==> src/rtl/resil_pkg.sv <==
// resil_pkg: shared types and sizing helper for the error-resilient stage controller.
package resil_pkg;

    typedef enum logic [2:0] {IDLE, LAUNCH, EVAL, RECOVER, RESAMPLE} state_e;
    typedef enum logic [1:0] {NONE, E0, E1} err_kind_e;

    // Wait counter must hold DP_LAT-1 as well as either recovery penalty.
    function automatic int pen_cnt_w(input int dp_lat, input int p0, input int p1);
        int m;
        m = (dp_lat > p0) ? dp_lat : p0;
        m = (m > p1) ? m : p1;
        return (m < 1) ? 1 : $clog2(m + 1);
    endfunction

endpackage

==> src/rtl/resil_fifo.sv <==
// resil_fifo: DEPTH-entry synchronous FIFO, registered head, no fall-through,
// occupancy output, async active-low reset.
module resil_fifo #(
    parameter int WIDTH = 32,
    parameter int DEPTH = 4
) (
    input  logic                     clk,
    input  logic                     rst,
    input  logic                     push,
    input  logic [WIDTH-1:0]         push_data,
    input  logic                     pop,
    output logic                     r_valid,
    output logic [WIDTH-1:0]         r_data,
    output logic [$clog2(DEPTH):0]   occupancy
);

    localparam int AW = $clog2(DEPTH);
    localparam int OW = AW + 1;

    logic [WIDTH-1:0] mem [DEPTH];
    logic [AW-1:0]    wr_q, wr_d, rd_q, rd_d;
    logic [OW-1:0]    occ_q, occ_d;
    logic             do_push, do_pop;

    assign do_pop    = pop & (occ_q != '0);
    assign do_push   = push & ((occ_q != OW'(DEPTH)) | do_pop);
    assign r_valid   = occ_q != '0;
    assign r_data    = mem[rd_q];
    assign occupancy = occ_q;

    always_comb begin
        wr_d  = wr_q + AW'(do_push);
        rd_d  = rd_q + AW'(do_pop);
        occ_d = occ_q + OW'(do_push) - OW'(do_pop);
    end

    always_ff @(posedge clk or negedge rst) begin
        if (!rst) begin
            wr_q  <= '0;
            rd_q  <= '0;
            occ_q <= '0;
        end else begin
            wr_q  <= wr_d;
            rd_q  <= rd_d;
            occ_q <= occ_d;
        end
    end

    always_ff @(posedge clk) begin
        if (do_push) mem[wr_q] <= push_data;
    end

endmodule

==> src/rtl/resil_stage_ctrl.sv <==
// resil_stage_ctrl: synchronous error-resilient stage controller with output FIFO.
// Optional saturating error counters enabled by defining RESIL_ERR_CNT_EN.
module resil_stage_ctrl
    import resil_pkg::*;
#(
    parameter int WIDTH        = 32,
    parameter int DEPTH        = 4,
    parameter int DP_LAT       = 2,
    parameter int ERR0_PENALTY = 1,
    parameter int ERR1_PENALTY = 4,
    parameter int CNT_W        = 16
) (
    input  logic                   clk,
    input  logic                   rst,
    input  logic                   l_valid,
    output logic                   l_ready,
    input  logic [WIDTH-1:0]       l_data,
    output logic [WIDTH-1:0]       dp_in,
    output logic                   d_launch,
    output logic                   d_sample,
    input  logic [WIDTH-1:0]       dp_data,
    input  logic                   err0,
    input  logic                   err1,
    output logic                   r_valid,
    input  logic                   r_ready,
    output logic [WIDTH-1:0]       r_data,
`ifdef RESIL_ERR_CNT_EN
    input  logic                   cnt_clr,
    output logic [CNT_W-1:0]       err0_cnt,
    output logic [CNT_W-1:0]       err1_cnt,
`endif
    output logic [$clog2(DEPTH):0] occupancy
);

    localparam int PW = pen_cnt_w(DP_LAT, ERR0_PENALTY, ERR1_PENALTY);
    localparam int OW = $clog2(DEPTH) + 1;

    state_e           state_q, state_d;
    logic [PW-1:0]    cnt_q, cnt_d;
    logic [WIDTH-1:0] dp_in_q, dp_in_d;
    logic             launch_q, launch_d, sample_q, sample_d;
    logic             first_sample, push;
    err_kind_e        ek;

    assign ek           = err1 ? E1 : (err0 ? E0 : NONE);
    assign first_sample = (state_q == EVAL) && (cnt_q == '0);
    assign push         = (first_sample && ek == NONE) || (state_q == RESAMPLE);
    assign l_ready      = rst && (state_q == IDLE) && (occupancy < OW'(DEPTH));
    assign dp_in        = dp_in_q;
    assign d_launch     = launch_q;
    assign d_sample     = sample_q;

    always_comb begin
        state_d = state_q;
        cnt_d   = cnt_q;
        dp_in_d = dp_in_q;
        unique case (state_q)
            IDLE: begin
                if (l_valid && l_ready) begin
                    dp_in_d = l_data;
                    state_d = LAUNCH;
                end
            end
            LAUNCH: begin
                state_d = EVAL;
                cnt_d   = PW'(DP_LAT - 1);
            end
            EVAL: begin
                if (cnt_q != '0) cnt_d = cnt_q - PW'(1);
                else if (ek == NONE) state_d = IDLE;
                else begin
                    state_d = RECOVER;
                    cnt_d   = (ek == E1) ? PW'(ERR1_PENALTY) : PW'(ERR0_PENALTY);
                end
            end
            RECOVER: begin
                if (cnt_q == PW'(1)) state_d = RESAMPLE;
                else cnt_d = cnt_q - PW'(1);
            end
            RESAMPLE: state_d = IDLE;
            default:  state_d = IDLE;
        endcase
        // Pulses are registered, so decode them from the upcoming state.
        launch_d = state_d == LAUNCH;
        sample_d = (state_d == EVAL && cnt_d == '0) || state_d == RESAMPLE;
    end

    always_ff @(posedge clk or negedge rst) begin
        if (!rst) begin
            state_q  <= IDLE;
            cnt_q    <= '0;
            dp_in_q  <= '0;
            launch_q <= 1'b0;
            sample_q <= 1'b0;
        end else begin
            state_q  <= state_d;
            cnt_q    <= cnt_d;
            dp_in_q  <= dp_in_d;
            launch_q <= launch_d;
            sample_q <= sample_d;
        end
    end

`ifdef RESIL_ERR_CNT_EN
    logic [CNT_W-1:0] err0_cnt_q, err0_cnt_d, err1_cnt_q, err1_cnt_d;

    always_comb begin
        err0_cnt_d = cnt_clr ? '0 : (first_sample && ek == E0 && ~&err0_cnt_q) ? err0_cnt_q + CNT_W'(1) : err0_cnt_q;
        err1_cnt_d = cnt_clr ? '0 : (first_sample && ek == E1 && ~&err1_cnt_q) ? err1_cnt_q + CNT_W'(1) : err1_cnt_q;
    end

    always_ff @(posedge clk or negedge rst) begin
        if (!rst) begin
            err0_cnt_q <= '0;
            err1_cnt_q <= '0;
        end else begin
            err0_cnt_q <= err0_cnt_d;
            err1_cnt_q <= err1_cnt_d;
        end
    end

    assign err0_cnt = err0_cnt_q;
    assign err1_cnt = err1_cnt_q;
`endif

    resil_fifo #(.WIDTH(WIDTH), .DEPTH(DEPTH)) u_fifo (
        .clk       (clk),
        .rst       (rst),
        .push      (push),
        .push_data (dp_data),
        .pop       (r_ready),
        .r_valid   (r_valid),
        .r_data    (r_data),
        .occupancy (occupancy)
    );

endmodule

==> config.mk <==
export PLATFORM = sky130hd
export DESIGN_NAME = resil_stage_ctrl
export DESIGN_NICKNAME = d
export VERILOG_FILES = /design/src/rtl/resil_pkg.sv /design/src/rtl/resil_fifo.sv /design/src/rtl/resil_stage_ctrl.sv
export SDC_FILE = /design/constraint.sdc
export NUM_CORES = 1
export LEC_CHECK = 0
export CAP_MARGIN = 20
export CORE_AREA = 8 8 131 133
export CTS_BUF_LIST = sky130_fd_sc_hd__clkbuf_4 sky130_fd_sc_hd__clkbuf_8
export DETAILED_ROUTE_END_ITERATION = 16
export DIE_AREA = 0 0 139 141
export PLACE_DENSITY = 0.77
export SKIP_LAST_GASP = 1
export SYNTH_ARGS = -nofsm -noshare
export SYNTH_HDL_FRONTEND = slang
export SYNTH_SLANG_ARGS = --single-unit
==> constraint.sdc <==
create_clock -name clk -period 5.07 [get_ports clk]
set_input_delay 1.014 -clock clk [delete_from_list [all_inputs] [get_ports clk]]
set_output_delay 1.014 -clock clk [all_outputs]
set_load 0.1 [all_outputs]
# Word-level counts from Yosys, hierarchy flattened
# Memories as Yosys holds them, arrays and structs flattened.
# Index checks and enable logic that the tools add are counted.
dict set report word_totals {
  register_bits 47
  ramBits 128
  in_bits 70
  output_inout_bits 71
  elab_cells 57
  n_memories 1
}
dict set report classes {
  addsub 5
  order_cmp 1
  eq_ne 10
  muxes 14
  bitwise 3
  reduce_logical 15
}
# memory words width read_ports rd_ports_with_merged_regs write_ports line_no
set mem_list {}
lappend mem_list {u_fifo.mem 4 32 1 0 1 resil_fifo.sv:20} ;# logic [WIDTH-1:0] mem [DEPTH];
# op count
set op_table {}
lappend op_table {{2-to-1 mux 3 bit} 7}
lappend op_table {{case mux 3 bit (4 select lines)} 1}
lappend op_table {{equality test 3 x 1 -> 1 bit, second input constant} 3}
lappend op_table {{equality test 3 x 2 -> 1 bit, second input constant} 3}
lappend op_table {{logical NOT 3 bit} 3}
lappend op_table {{case mux 3 bit (3 select lines)} 1}
lappend op_table {{equality test 3 bit, second input constant} 2}
lappend op_table {{logical AND 1 bit} 6}
lappend op_table {{nonzero test 3 bit} 2}
lappend op_table {{adder 2 x 1 -> 2 bit} 2}
lappend op_table {{2-to-1 mux 2 bit} 2}
lappend op_table {{adder 3 x 1 -> 3 bit} 1}
lappend op_table {{< comparator 3 bit, second input constant} 1}
lappend op_table {{2-to-1 mux 1 bit} 3}
lappend op_table {{!= test 3 bit, second input constant} 1}
lappend op_table {{subtractor 3 x 1 -> 3 bit} 1}
lappend op_table {{subtractor 3 x 1 -> 3 bit, second input constant} 1}
lappend op_table {{AND 1 bit} 2}
lappend op_table {{equality test 2 bit, second input constant} 1}
lappend op_table {{logical NOT 2 bit} 1}
lappend op_table {{logical OR 1 bit} 2}
lappend op_table {{AND reduction 2 bit} 1}
lappend op_table {{bitwise OR 1 bit} 1}

# Depth between registers and ports, before layout
dict set report logic_depth {
  ltp_word 10
  depth_mapped 10
  depth_no_buf 10
}

# Hierarchy
# From an unflattened synthesis, not the netlist that was laid out.
dict set report hier_totals {
  cells_unflattened 321
  area_unflattened_um2 6789.0
}
# module instances cells_each area_each_um2 seq_area_each_um2
set by_module_without_submodules {}
lappend by_module_without_submodules {resil_fifo 1 196 5032.3 4018.9}
lappend by_module_without_submodules {resil_stage_ctrl 1 125 1756.7 1001.0}

# Worst setup path before layout
# Ideal clock, no wire load.
dict set report synth_path {
  kind {input port to flip-flop}
  from {in err0}
  to {mem u_fifo.mem[1][0], enable pin}
  setup_time_ns 0.468
  arrival_ns 4.164
  required_ns 4.602
  slack_ns 0.438
  stages 4
  path_buffers 0
  path_cell_list {nor4b_2 -> a21oi_1 -> or3_1 -> nor3b_1}
}
dict set report synth_via {
  elab_chain_cells 8
}
# item line_no
set synth_lines {}
lappend synth_lines {{start, declared} resil_stage_ctrl.sv:22} ;# input logic err0,
lappend synth_lines {{2-to-1 mux 1 bit} resil_stage_ctrl.sv:45} ;# assign ek = err1 ? E1 : (err0 ? E0 : NONE);
lappend synth_lines {{2-to-1 mux 2 bit} resil_stage_ctrl.sv:45}
lappend synth_lines {{logical NOT 2 bit} resil_stage_ctrl.sv:47} ;# assign push = (first_sample && ek == NONE) || (state_q == RESAMPLE);
lappend synth_lines {{logical AND 1 bit} resil_stage_ctrl.sv:47}
lappend synth_lines {{logical OR 1 bit} resil_stage_ctrl.sv:47}
lappend synth_lines {{AND 1 bit} resil_fifo.sv:26} ;# assign do_push = push & ((occ_q != OW'(DEPTH)) | do_pop);
lappend synth_lines {{2-to-1 mux 1 bit} resil_fifo.sv:50} ;# if (do_push) mem[wr_q] <= push_data;
lappend synth_lines {{2-to-1 mux 1 bit (not written as such)} resil_fifo.sv:50}
lappend synth_lines {{end, declared} resil_fifo.sv:20}
# Every way passes these cells.

# Worst setup path after layout
dict set report layout_path {
  from {in rst}
  to {out l_ready}
}
dict set report layout_via {
  elab_chain_cells 2
}
# item line_no
set layout_lines {}
lappend layout_lines {{start, declared} resil_stage_ctrl.sv:14} ;# input logic rst,
lappend layout_lines {{logical AND 1 bit (2 in a row)} resil_stage_ctrl.sv:48} ;# assign l_ready = rst && (state_q == IDLE) && (occupancy < OW'(DEPTH));
lappend layout_lines {{end, declared} resil_stage_ctrl.sv:16} ;# output logic l_ready,
# Every way passes these cells.

==> impl_metrics.toml <==
[status]
outcome = "finished clean"

[grt]
gr-total-overflow = 0
grt_pass1_vias = 3846
grt_max_degree = 49
grt.total_usage_pct = 14.2
antenna_found_initial = 0
grt_first_pass_wirelength_um = 21300

[finish]
final_nets = 550
final_cells = 671
nFillCells = 1139
syn_to_final_growth_pct = 29.2
n_antenna_cell = 0
final_layout_size_suffix_gt1_share_pct = 26.1

[worst_setup_path]
crit_chain = "buf_2 -> buf_4 -> and3_1 -> buf_4"
cp-startpoint = "rst"
start_kind = "input pin"
worstReg2RegStart = "cnt_q[0]$_DFF_PN0_"
crit_arrival_ns = 2.22
regToRegEndpoint = "u_fifo.mem[2][16]$_DFFE_PP_"
worstPathMaxFanout = 48
endpoint = "l_ready"
max_stage_delay_ns = 0.47
crit_required_ns = 4.06
end_kind = "output pin"
worstSetupPathType = "input pin to output pin"
critPathSlowestCell = "buf_4"
r2r_cells = 8
crit_top_cell = "buf_4"
r2r_slack_ns = 2.16

[clocking]
postCtsResizedCells = 0
cts-root-buf = "clkbuf_8"
post_cts_buffers = 0
cts_buffers = 17
cts_max_level = 4
worstSkewPairLatency_ns = 0.43
cts.sinks = 175
clock_path_buffers = 2
cts_hold_buffers = 0
path_clk_slew_ns = 0.08
cts_tree = "yes"

[sta]
period_minus_slack_ns = 3.24
skew_ns = 0.00915
fin_crit_sh_pct = 63.8
drv_slew = 0
finalWorstSetupSlack_ns = 1.83
rsz0062_at_grt = "false"
worst_pin_slew_ns = 1.05
setup_viol = 0
maxSlewHeadroom_pct = 30.0
hold_violations = 0
setup_tns_ns = 0
fmax_mhz = 309

[detailed_routing]
ant_nets = 0
wl_met3_um = 1380
wl_met1_um = 5780
wl_um = 13500
firstDrtPassIters = 4
vias = 3444
wl_per_cell_um = 20.1
drc = 0
initialDrtViolationCount = 152
maxUsedRoutingLayer = "met4"
met2_length_um = 6210
avgViaCountPerCell = 5.13

[synth]
yosysTopAreaCell = "edfxtp_1"
netlist_instances = 320
synth_area_leaders = "edfxtp_1 58%, dfrtp_1 18%, mux4_2 11%"
synthesis.nets = 398
syn_avg_cell_area_sq_um = 20.8
synth_ff_type = "edfxtp_1"
synthArstFlopShare_pct = 26.9
synthTopCellsByCount = "128 x edfxtp_1, 47 x dfrtp_1, 32 x mux4_2"
yosysWarnings = 0
synth_edf_count = 128
yosysTopAreaCellShare_pct = 57.7
synth.most_common_cell = "edfxtp_1"
ys_types = 41
yosys_register_bits = 175
synth.cell_area_sq_mm = 0.00667
yosysSeqAreaShare_pct = 75.3

[place]
placed_cells = 641
io_buffer_count = 140
dp_hpwl_um = 9220
preCtsSetupSlack_ns = 1.37
place.gp.congestion = 0.806

[die]
start_util_pct = 44.5
core-area_sq_mm = 0.0150
die_area_sq_mm = 0.0196
fp.dieH_um = 141
die_w_um = 139
num_rows = 45
io_pins = 141

[worst_hold_path]
hold_class = "register to register"

[run]
maxCapViolations = 0
## final cells by class
class / count / area [sq um] / share of cell area (%)
inverter: 11 / 41.3 / 0.479
clock buffer: 19 / 249 / 2.89
clock inverter: 11 / 135 / 1.57
multi-input combinational: 122 / 1570 / 18.2
timing repair buffer: 145 / 1360 / 15.8
sequential: 175 / 5020 / 58.3
tap: 188 / 235 / 2.73
## kinds of logic after synthesis
kind of cell,count (synthesis),share of synthesized area (%)
AOI/OAI and AO/OA,16,1.71
xor gates and xnor gates,4,0.526
adders and majority gates,8,1.61
buffers and inverters,23,1.46
DFF,175,75.3
muxes,66,16.5
and+or+nand+nor,28,2.85
## layer usage
layer  track usage (%)  vias up
li1                  -     1559
met1              17.0     1738
met2              21.7      137
met3              7.66       10
met4              4.45        0
met5                 0        -
## flip-flops by register name, summed over array words and instances, names as in the netlist
register and flops:
cnt_q 3, u_fifo.rd_q 2, d_launch 1, u_fifo.occupancy 3
d_sample 1, dp_in 32, u_fifo.mem 128, state_q 3
u_fifo.wr_q 2
## how the worst min path moves through the flow
stage	from	endpoint	slack, ns	depth (start not counted)
after floorplan	u_fifo.rd_q[0]$_DFF_PN0_	u_fifo.rd_q[0]$_DFF_PN0_	0.48	1
final	dp_in[30]$_DFFE_PN0P_	dp_in[30]$_DFFE_PN0P_	0.51	1
after CTS	dp_in[30]$_DFFE_PN0P_	dp_in[30]$_DFFE_PN0P_	0.51	1
after global routing	dp_in[8]$_DFFE_PN0P_	dp_in[8]$_DFFE_PN0P_	0.53	1
after global placement	dp_in[27]$_DFFE_PN0P_	dp_in[27]$_DFFE_PN0P_	0.47	1
after detailed placement	dp_in[0]$_DFFE_PN0P_	dp_in[0]$_DFFE_PN0P_	0.48	1
## through the flow
stage                     area [sq um]  hold WS (ns)  utilization, %
after floorplan                   6670         0.477               -
after global placement            8210         0.473            54.8
after detailed placement          8230         0.483            54.9
after CTS                         8610         0.511            57.5
after global routing              8610         0.531            57.5
final                             8610         0.507            57.5
## cells in the final DEF (no fill, tap or decap), drive strengths merged, types with 5 or more instances in the layout
cell / Yosys / final
ha: 7 / 7
clkbuf: 5 / 19
dfrtp: 47 / 47
mux4: 32 / 32
inv: 11 / 14
a21oi: 5 / 5
nor2: 8 / 8
edfxtp: 128 / 128
mux2: 33 / 33
clkdlybuf4s50: 0 / 106
buf: 7 / 39
## critical path, delay by kind of cell
kind | cells | cell delay (ns)
buffers and inverters | 3 | 0.86
AND/OR/NAND/NOR | 1 | 0.33
Power is not shown: default switching activity piles up to over one toggle a cycle in this logic, so the estimate is an artifact.
